**src/rtl/serial_add_ctrl.sv**
```systemverilog
// serial_add_ctrl: parallel<->bit-serial bridge for the bit-serial adder core.
// Define SERIAL_ADD_OVERFLOW_EN to add the signed-overflow output result_ovf.
module serial_add_ctrl #(
    parameter int WIDTH = 8,
    parameter int LAT   = 1
) (
    input  logic             clk,
    input  logic             rst,
    input  logic             in_valid,
    output logic             in_ready,
    input  logic [WIDTH-1:0] op_a,
    input  logic [WIDTH-1:0] op_b,
    input  logic             op_cin,
    output logic             ser_a,
    output logic             ser_b,
    output logic             ser_cin,
    output logic             ser_first,
    input  logic             ser_sum,
    input  logic             ser_cout,
    output logic             out_valid,
    input  logic             out_ready,
    output logic [WIDTH-1:0] result,
    output logic             result_cout
`ifdef SERIAL_ADD_OVERFLOW_EN
    ,
    output logic             result_ovf
`endif
);
    localparam int CW = $clog2(WIDTH + LAT);
    typedef enum logic [1:0] {IDLE, RUN, DONE} state_t;
    state_t           state;
    logic [WIDTH-1:0] sh_a, sh_b;
    logic [CW-1:0]    cnt;
    logic             last;
`ifdef SERIAL_ADD_OVERFLOW_EN
    logic             msb_a, msb_b;
`endif
    // Zero-filled shifting empties the registers by cnt=WIDTH, giving idle drive for free.
    assign ser_a    = sh_a[0];
    assign ser_b    = sh_b[0];
    assign in_ready = state == IDLE;
    assign last     = cnt == CW'(WIDTH - 1 + LAT);
    always_ff @(posedge clk or posedge rst) begin
        if (rst) begin
            state       <= IDLE;
            sh_a        <= '0;
            sh_b        <= '0;
            cnt         <= '0;
            ser_cin     <= 1'b0;
            ser_first   <= 1'b0;
            out_valid   <= 1'b0;
            result      <= '0;
            result_cout <= 1'b0;
`ifdef SERIAL_ADD_OVERFLOW_EN
            msb_a       <= 1'b0;
            msb_b       <= 1'b0;
            result_ovf  <= 1'b0;
`endif
        end else begin
            case (state)
                IDLE: if (in_valid) begin
                    sh_a      <= op_a;
                    sh_b      <= op_b;
                    ser_cin   <= op_cin;
                    ser_first <= 1'b1;
                    cnt       <= '0;
                    state     <= RUN;
`ifdef SERIAL_ADD_OVERFLOW_EN
                    msb_a     <= op_a[WIDTH-1];
                    msb_b     <= op_b[WIDTH-1];
`endif
                end
                RUN: begin
                    sh_a      <= sh_a >> 1;
                    sh_b      <= sh_b >> 1;
                    ser_cin   <= 1'b0;
                    ser_first <= 1'b0;
                    cnt       <= cnt + CW'(1);
                    if (cnt >= CW'(LAT))
                        result <= {ser_sum, result[WIDTH-1:1]};
                    if (last) begin
                        result_cout <= ser_cout;
                        out_valid   <= 1'b1;
                        state       <= DONE;
`ifdef SERIAL_ADD_OVERFLOW_EN
                        // the final captured bit lands in result's MSB this same edge
                        result_ovf  <= (msb_a == msb_b) & (ser_sum != msb_a);
`endif
                    end
                end
                DONE: if (out_ready) begin
                    out_valid <= 1'b0;
                    state     <= IDLE;
                end
                default: state <= IDLE;
            endcase
        end
    end
endmodule

```
**config.mk**
```make
export PLATFORM = sky130hd
export DESIGN_NAME = serial_add_ctrl
export DESIGN_NICKNAME = d
export VERILOG_FILES = /design/src/rtl/serial_add_ctrl.sv
export SDC_FILE = /design/constraint.sdc
export NUM_CORES = 1
export LEC_CHECK = 0
export CORE_ASPECT_RATIO = 0.6
export CORE_UTILIZATION = 30
export CTS_BUF_LIST = sky130_fd_sc_hd__clkbuf_4 sky130_fd_sc_hd__clkbuf_8 sky130_fd_sc_hd__clkbuf_16
export DETAILED_ROUTE_END_ITERATION = 6
export SLEW_MARGIN = 40
export SYNTH_ARGS = -nofsm -noshare
export SYNTH_HDL_FRONTEND = slang
export SYNTH_SLANG_ARGS = --single-unit
```
**constraint.sdc**
```tcl
create_clock -name clk -period 1.4 [get_ports clk]
set_clock_uncertainty 0.1 [all_clocks]
set_input_delay 0.21 -clock clk [delete_from_list [all_inputs] [get_ports clk]]
set_output_delay 0.21 -clock clk [all_outputs]
set_load 0.03 [all_outputs]
```
==> results.py, run 1 <==
metrics = {
    "run_status": {
        "status": "finished, violations left",
        "failed_checks": "design-rule violations, negative setup slack",
    },
    "sta": {
        "worst_pin_slew_ns": 0.312,
        "period_needed_ns": 1.56,
        "setup_viol": 11,
        "relSlewSlack_pct": 79.3,
        "hold-worst-slack_ns": 0.162,
        "fmax_ghz": 0.642,
        "layout_setup_ws_ns": -0.158,
        "period_share_pct": 111,
        "finalSetupTns_ns": -1.57,
        "finalHoldViolations": 0,
        "rsz0062_at_grt": "yes",
        "slew_viol_final": 0,
    },
    "global_route": {
        "use_met2_pct": 21.0,
        "grt_util_met3_pct": 4.68,
        "grt_usage_pct": 14.8,
        "gr-usage-met1_pct": 21.0,
        "antenna_found_initial": 0,
        "first_global_vias": 1287,
        "grt_overflow": 0,
        "grt_busiest_layer": "met1",
        "grt_pass1_wl_mm": 6.44,
        "grt_max_degree": 35,
    },
    "hold_path": {
        "hp-class": "in -> async",
    },
    "worst_setup_path": {
        "cp_max_fo": 8,
        "cp.arrival_ns": 1.63,
        "worst-setup-path-type": "reg -> reg",
        "cp.required_ns": 1.47,
        "endpoint_kind": "flip-flop",
        "cp-start-kind": "flip-flop",
    },
    "placed_design": {
        "dp.final_hpwl_mm": 2.62,
        "place_congestion": 0.763,
        "dp_slack_ns": -0.266,
        "io_buffers": 37,
    },
    "die": {
        "dieHeight_microns": 59.8,
        "row_count": 20,
        "dieWidth_microns": 98.4,
        "io_pins": 38,
        "initial_core_util_pct": 32.1,
        "fp.coreArea_sq_um": 5200,
        "die_area_sq_um": 5890,
    },
    "synthesis": {
        "syn_area_per_cell_sq_um": 10.8,
        "ys_warn_count": 0,
        "synth_xor_area_share_pct": 0,
        "synth_compound_area_share_pct": 20.5,
        "ys_ff_latch": 34,
        "async_flop_share_pct": 100,
        "synthCells": 155,
        "synth_cell_types": 29,
        "synth.net_count": 181,
        "synth_area_sq_um": 1670,
        "synthSimpleGateAreaFrac_pct": 15.1,
        "synth_fa_ha_area_share_pct": 2.24,
        "synth_top_family_by_area": "compound AO/OA/AOI/OAI gates",
        "synth_edf_count": 0,
        "yosysSeqAreaShare_pct": 50.9,
        "synthMuxAreaShare_pct": 6.73,
        "synth_ff_type": "dfrtp_1",
    },
    "clock_tree": {
        "cts_tree": "done",
        "cts.sink_count": 34,
        "holdBufCountCts": 0,
        "clk_pin_slew_ns": 0.07,
        "cts_root_buf": "clkbuf_8",
        "numCtsBuffers": 5,
        "cts_max_path_buffers": 2,
        "htreeDepth": 2,
        "insertion_delay_ns": 0.29,
    },
    "pwr": {
        "p_leak_nw": 1.10,
        "p_sw_w": 0.00187,
        "p_comb_share_pct": 50.5,
        "vdd_drop_max_mv": 0.687,
        "pwr-share-clk_pct": 14.6,
        "powerDensity_nw_per_um2": 2000,
        "switching_share_pct": 39.0,
        "power_frac_seq_pct": 35.0,
        "internal_power_w": 0.00292,
    },
    "finish": {
        "fin_util_pct": 46.1,
        "antenna_cells": 0,
        "n_fill_cell": 489,
        "area_delta_synth_final_pct": 43.3,
        "drive_gt1_share_pct": 25.7,
        "fin_nets": 236,
    },
    "detailed_routing": {
        "wl_mm": 3.87,
        "antenna_left": 0,
        "via_per_inst": 4.96,
        "first_pass_iters": 6,
        "via_count": 1368,
        "post-route-drc-count": 1,
        "post_drt_wl_per_cell_microns": 14.0,
        "drt_iter0_drc": 37,
    },
    "run": {
        "max-cap-violations": 0,
    },
}
==> flip-flops by register name, summed over array words and instances (netlist names) <==
register and count:
state 2, out_valid 1, cnt 4, sh_a 8, result 8, ser_cin 1, sh_b 8, result_cout 1
ser_first 1
==> cell families (layout without fill, tap and decap cells) <==
kind of cell               count (synthesis)  count (layout)
buffers and inverters                     14              69
adders and majority gates                  3               3
and+or+nand+nor                           37              37
AOI/OAI and AO/OA                         57              57
muxes                                     10              10
DFF                                       34              34
==> through the flow <==
stage                     area [sq um]  cells  total power [W]
final                             2400    276          0.00479
after global routing              2400    276          0.00512
after CTS                         2350    276          0.00470
after detailed placement          2240    266          0.00404
after global placement            2240    266          0.00401
after floorplan                   1680    155          0.00313
==> layout by cell type, fill, tap and decap left out, drive strengths merged, types with 4 or more instances in the layout <==
cell type and count:
a21oi 18, a22oi 14, and2b 16, buf 21, clkbuf 9, clkdlybuf4s15 5, clkdlybuf4s50 22, dfrtp 34
dlygate4sd2 6, inv 4, mux2 10, nand2 5, nor2 7, o21ai 18
==> critical path, stage by stage (launching register included) <==
cell and delay, ns:
dfrtp_1 0.39, inv_1 0.06, ha_2 0.18, nor4b_4 0.13, nor2_4 0.21, mux2_2 0.36
==> cell usage after synthesis (all sizes together), types with 2 or more instances <==
cell     n  share of area (%)
nand3    2               0.60
a22o     2                1.1
nand2    5                1.1
inv      4               0.90
nand2b   2                1.2
o21ai   18                5.4
and2b   16                7.2
nor2     7                2.0
mux2    10                6.7
clkbuf   4               0.97
nor2b    3                1.1
a21oi   18                5.4
ha       3                2.2
a22oi   14                6.3
dfrtp   34                 51
buf      6                2.7
==> worst paths after layout <==
kind	from	endpoint	slack (ns)	cells after the start
worst max-delay path	cnt[0]	result[3]	-0.16	5
worst min-delay path	rst	sh_b[3]	0.16	3
worst max register to register	cnt[0]	result[3]	-0.16	5
worst min register to register	result[0]	result[0]	0.41	1
max in group asynchronous	rst	cnt[3]	0.84	3
min in group clk	out_ready	state[1]	0.40	2
==> final cells by class <==
| type | instances | area (sq um) | share of cell area (%) |
|---|---|---|---|
| clock inverters | 2 | 10.0 | 0.418 |
| flip-flops and latches | 34 | 851 | 35.5 |
| repair buffers | 58 | 559 | 23.3 |
| inverters | 4 | 15.0 | 0.626 |
| well taps | 66 | 82.6 | 3.44 |
| multi-input cells | 107 | 811 | 33.8 |
| clock buffers | 5 | 68.8 | 2.87 |
==> power groups by stage <==
stage	clock, W	sequential (W)	combinational (W)
finish	0.000698	0.00167	0.00241
global placement	0	0.00168	0.00233
detailed placement	0	0.00169	0.00235
CTS	0.000722	0.00167	0.00231
global route	0.000759	0.00174	0.00263
floorplan	0	0.00201	0.00112
==> layer usage <==
| metal | up-vias | share of wire [%] |
|---|---|---|
| met4 | 0 | 1.2 |
| li1 | 662 | - |
| met5 | - | 0 |
| met2 | 47 | 39 |
| met3 | 8 | 6.7 |
| met1 | 651 | 53 |
==> repair_timing <==
item                                    CTS  global route
setup buffers                             3             1
resized for setup                        21            26
endpoints found under the setup margin   26            40
pin swaps                                 1             2
endpoints found under the hold margin     0             0
cloned                                    0             1
Power figures use the tool's default switching activity.
==> run 2: changes to the inputs <==
- PLACE_DENSITY: not set -> 0.64
==> run 2 against run 1 <==
Worst hold slack got worse by 0.0013 ns; clock power increased by 4.6%; utilization decreased by 0.58 points; combinational power about the same; sequential share of layout area increased by 0.50 points; via count decreased by 1.4%; the flow finishes with violations (negative setup slack); non-clock buffer count decreased by 1.
==> results.py, run 2 (same netlist as run 1, synthesis figures left out) <==
metrics = {
    "pwr": {
        "p_total_w": 0.00480,
        "powerDensity_nw_per_um2": 2030,
        "vdd_drop_max_mv": 1.21,
        "p_leak_nw": 1.08,
    },
    "finish": {
        "area_delta_synth_final_pct": 41.5,
        "mostFrequentLayoutCells": "dfrtp_1 (33), clkdlybuf4s50_1 (22), a21oi_1 (18)",
        "antenna_cells": 0,
        "n_fill_cell": 493,
        "multi_input_area_sq_um": 806,
        "largestRegisters": "result: 8 flops, sh_a: 8 flops, sh_b: 8 flops",
        "stdcell_count": 276,
        "fin_nets": 235,
        "final_cell_area_sq_um": 2370,
        "drive_gt1_share_pct": 26.7,
        "fin_util_pct": 45.5,
        "seq_area_sq_um": 852,
        "final_common_cell": "dfrtp_1",
    },
    "run_status": {
        "status": "finished, violations left",
        "failed_checks": "negative setup slack",
    },
    "global_route": {
        "first_global_vias": 1238,
        "grt_pass1_wl_mm": 6.23,
        "antenna_found_initial": 0,
        "grt_usage_pct": 14.0,
        "grt_max_degree": 35,
        "grt_overflow": 0,
    },
    "sta": {
        "worst_pin_slew_ns": 0.380,
        "setup_viol": 10,
        "layout_setup_ws_ns": -0.152,
        "relSlewSlack_pct": 74.6,
        "period_share_pct": 111,
        "finalSetupTns_ns": -1.21,
        "period_needed_ns": 1.55,
        "fmax_ghz": 0.644,
        "rsz0062_at_grt": "yes",
        "slew_viol_final": 0,
        "finalHoldViolations": 0,
    },
    "worst_setup_path": {
        "worst-setup-path-type": "reg -> reg",
        "cp.required_ns": 1.48,
        "cp-start-kind": "flip-flop",
        "cp.arrival_ns": 1.63,
        "rr_worst_depth": 5,
        "reg2reg_to": "result[1]",
        "r2r_slack_ns": -0.15,
        "endpoint_kind": "flip-flop",
        "cp_max_fo": 8,
        "reg2reg_from": "cnt[0]",
    },
    "clock_tree": {
        "clk_pin_slew_ns": 0.08,
        "cts_root_buf": "clkbuf_8",
        "cts.sink_count": 34,
        "cts_max_path_buffers": 2,
        "htreeDepth": 2,
        "cts_tree": "done",
        "insertion_delay_ns": 0.29,
        "numCtsBuffers": 5,
    },
    "die": {
        "io_pins": 38,
        "row_count": 20,
        "dieHeight_microns": 59.8,
        "fp.coreArea_sq_um": 5200,
        "initial_core_util_pct": 32.1,
        "die_area_sq_um": 5890,
        "dieWidth_microns": 98.4,
    },
    "placed_design": {
        "io_buffers": 37,
        "place_area_sq_um": 2210,
        "place_inst": 265,
        "dp.final_hpwl_mm": 2.61,
        "place_congestion": 0.782,
    },
    "detailed_routing": {
        "first_pass_iters": 6,
        "post_drt_wl_per_cell_microns": 14.1,
        "drt_iter0_drc": 77,
        "post-route-drc-count": 0,
        "via_per_inst": 4.89,
        "wl_mm": 3.88,
        "antenna_left": 0,
        "via_count": 1349,
    },
    "hold_path": {
        "hp-class": "in -> async",
    },
    "run": {
        "max-cap-violations": 0,
    },
}
==> run 2: worst max path at each step <==
stage	cells after the start	startpoint	end
after CTS	5	cnt[1]	result[0]
after floorplan	5	cnt[0]	result[7]
after global routing	5	cnt[0]	result[4]
after global placement	5	in_valid	cnt[3]
after detailed placement	5	in_valid	cnt[3]
final	5	cnt[0]	result[1]
==> run 2: stage by stage <==
stage               worst slack [ns]  hold WS (ns)
floorplan                     -0.106         0.199
global placement              -0.158         0.386
detailed placement            -0.173         0.391
CTS                           -0.152         0.162
global route                  -0.193         0.193
finish                        -0.152         0.161
==> run 2: layout make-up <==
cell class / instances / area share, %
inverter: 4 / 0.634
sequential: 34 / 36.0
clock buffer: 5 / 2.91
multi-input combinational: 107 / 34.0
timing repair buffer: 57 / 22.0
tap: 66 / 3.49
clock inverter: 3 / 0.899
==> run 2: routing by layer <==
layer	routed length [microns]	GRT usage [%]
met1	2210	21.5
met2	1460	17.9
met3	191	4.33
met4	19	4.48
met5	0	0
==> run 2: timing repair <==
| action | 4_1_cts | 5_1_grt |
|---|---|---|
| resized for setup | 21 | 27 |
| endpoints found under the setup margin | 25 | 40 |
| pin swaps | 0 | 1 |
| buffers inserted | 1 | 2 |
| hold buffers | 0 | 0 |
| cloned | 0 | 1 |
==> run 2: critical path: stages, from the launching register on <==
cell     delay, ns
dfrtp_1       0.39
buf_6         0.13
ha_4          0.16
nor4b_4       0.26
nor2_4        0.11
mux2_4        0.30
==> run 2: power breakdown <==
group | total, W | internal (W) | leakage [nW] | switching [W]
clock network | 0.000730 | 0.000349 | 0.0441 | 0.000381
registers | 0.00169 | 0.00138 | 0.433 | 0.000309
logic | 0.00238 | 0.00116 | 0.599 | 0.00123
total | 0.00480 | 0.00289 | 1.08 | 0.00192
==> run 3: changes to the inputs <==
- clock period: 1.4 -> 1.3 ns (I/O delays scaled with it)
==> run 3 against run 2 <==
The run still ends with negative setup slack left; routed wire length is 4.6% higher; largest power group unchanged; highest routed layer unchanged; cell area up 7.6%; die area did not move.
==> results.py, run 3 (same netlist as run 1, synthesis figures left out) <==
metrics = {
    "clock_tree": {
        "insertion_delay_ns": 0.28,
        "clk_pin_slew_ns": 0.07,
        "holdBufCountCts": 0,
        "cts_root_buf": "clkbuf_8",
        "cts_tree": "done",
        "numCtsBuffers": 5,
        "cts.sink_count": 34,
        "cts_max_path_buffers": 2,
        "htreeDepth": 2,
    },
    "finish": {
        "mostFrequentLayoutCells": "dfrtp_1 (34), buf_4 (25), clkdlybuf4s50_1 (22)",
        "area_delta_synth_final_pct": 52.2,
        "antenna_cells": 0,
        "fin_nets": 241,
        "n_fill_cell": 476,
        "drive_gt1_share_pct": 44.0,
        "largestRegisters": "result: 8 flops, sh_a: 8 flops, sh_b: 8 flops",
        "final_common_cell": "dfrtp_1",
    },
    "global_route": {
        "grt_usage_pct": 14.3,
        "grt_overflow": 0,
        "antenna_found_initial": 0,
        "grt_max_degree": 35,
        "first_global_vias": 1323,
        "grt_pass1_wl_mm": 6.49,
    },
    "placed_design": {
        "place_congestion": 0.776,
        "io_buffers": 37,
        "dp.final_hpwl_mm": 2.62,
    },
    "worst_setup_path": {
        "cp.required_ns": 1.36,
        "endpoint_kind": "flip-flop",
        "reg2reg_to": "result[2]",
        "critPathCapture": "result[2]",
        "critical_path_buf_inv_count": 1,
        "worst-setup-path-type": "reg -> reg",
        "cp.arrival_ns": 1.61,
        "slowest_delay_ns": 0.38,
        "rr_worst_depth": 5,
        "crit_chain": "inv_1 -> ha_2 -> nor4b_4 -> nor2_4 -> mux2_2",
        "reg2reg_from": "cnt[0]",
        "critical_path.top_delay_family": "flip-flops",
        "worstSetupPathDepth": 5,
        "slowest_stage": "dfrtp_1",
        "cp_max_fo": 8,
        "cp-start-kind": "flip-flop",
        "r2r_slack_ns": -0.24,
        "crit_start": "cnt[0]",
    },
    "detailed_routing": {
        "first_pass_iters": 6,
        "drt_iter0_drc": 88,
        "via_count": 1368,
        "post-route-drc-count": 0,
        "wl_mm": 4.06,
        "via_per_inst": 4.85,
        "antenna_left": 0,
        "post_drt_wl_per_cell_microns": 14.4,
    },
    "die": {
        "die_area_sq_um": 5890,
        "initial_core_util_pct": 32.1,
        "dieHeight_microns": 59.8,
        "fp.coreArea_sq_um": 5200,
        "dieWidth_microns": 98.4,
        "row_count": 20,
        "io_pins": 38,
    },
    "sta": {
        "layout_setup_ws_ns": -0.242,
        "period_share_pct": 119,
        "rsz0062_at_grt": "yes",
        "hold-worst-slack_ns": 0.146,
        "worst_pin_slew_ns": 0.303,
        "slew_viol_final": 0,
        "relSlewSlack_pct": 79.5,
        "period_needed_ns": 1.54,
        "setup_viol": 31,
        "finalSetupTns_ns": -3.78,
        "fmax_ghz": 0.648,
        "finalHoldViolations": 0,
    },
    "run_status": {
        "status": "finished, violations left",
        "failed_checks": "negative setup slack",
    },
    "pwr": {
        "p_leak_nw": 1.15,
        "vdd_drop_max_mv": 1.74,
        "powerDensity_nw_per_um2": 2190,
    },
    "run": {
        "max-cap-violations": 0,
    },
    "hold_path": {
        "hp-class": "in -> async",
    },
}
run 3: power breakdown:
part | switching (W) | leakage, nW | internal (W) | total [W]
Sequential | 0.000374 | 0.433 | 0.00148 | 0.00186
Clock | 0.000372 | 0.0517 | 0.000448 | 0.000820
Combinational | 0.00139 | 0.665 | 0.00150 | 0.00289
run 3: how the worst min path moves through the flow:
| stage | from | endpoint | slack, ns | cells past startpoint |
|---|---|---|---|---|
| finish | rst | sh_b[6] | 0.15 | 3 |
| detailed placement | result_cout | result_cout | 0.40 | 1 |
| global route | rst | sh_b[5] | 0.20 | 3 |
| CTS | rst | sh_b[5] | 0.15 | 3 |
| global placement | sh_b[7] | sh_b[7] | 0.40 | 2 |
| floorplan | out_ready | state[1] | 0.18 | 1 |
run 3: area by class of cell:
type                    instances  area (sq um)  share of cell area (%)
multi-input cells             107           902                    35.4
flip-flops and latches         34           851                    33.4
repair buffers                 63           601                    23.6
clock buffers                   7          90.1                    3.54
well taps                      66          82.6                    3.24
inverters                       4          15.0                   0.590
clock inverters                 1          5.00                   0.197
run 3: metal layers:
layer  track usage, %  wire length [microns]  part of all wire [%]
met3             4.21                    241                   5.9
met1             20.6                   2110                    52
met2             20.5                   1670                    41
met5                0                      0                     0
met4             4.48                     30                  0.74
run 3: what timing repair did:
action / in CTS / in global routing
gates resized for setup: 16 / 55
buffers inserted: 2 / 5
gates cloned: 1 / 1
pin swaps: 2 / 21
setup endpoints to repair: 30 / 32
run 3: through the flow:
step | power (W) | utilization [%] | setup slack [ns] | cells | instance area, sq um
finish | 0.00557 | 48.9 | -0.242 | 282 | 2550
global route | 0.00594 | 48.9 | -0.336 | 282 | 2550
CTS | 0.00523 | 45.1 | -0.247 | 276 | 2350
detailed placement | 0.00421 | 41.9 | -0.299 | 265 | 2180
global placement | 0.00419 | 41.9 | -0.233 | 265 | 2180
floorplan | 0.00337 | - | -0.206 | 155 | 1680
run 3: worst register-to-register path: stages, from the launching register on:
cell and delay [ns]:
dfrtp_1 0.38, inv_1 0.06, ha_2 0.17, nor4b_4 0.13
nor2_4 0.22, mux2_2 0.37
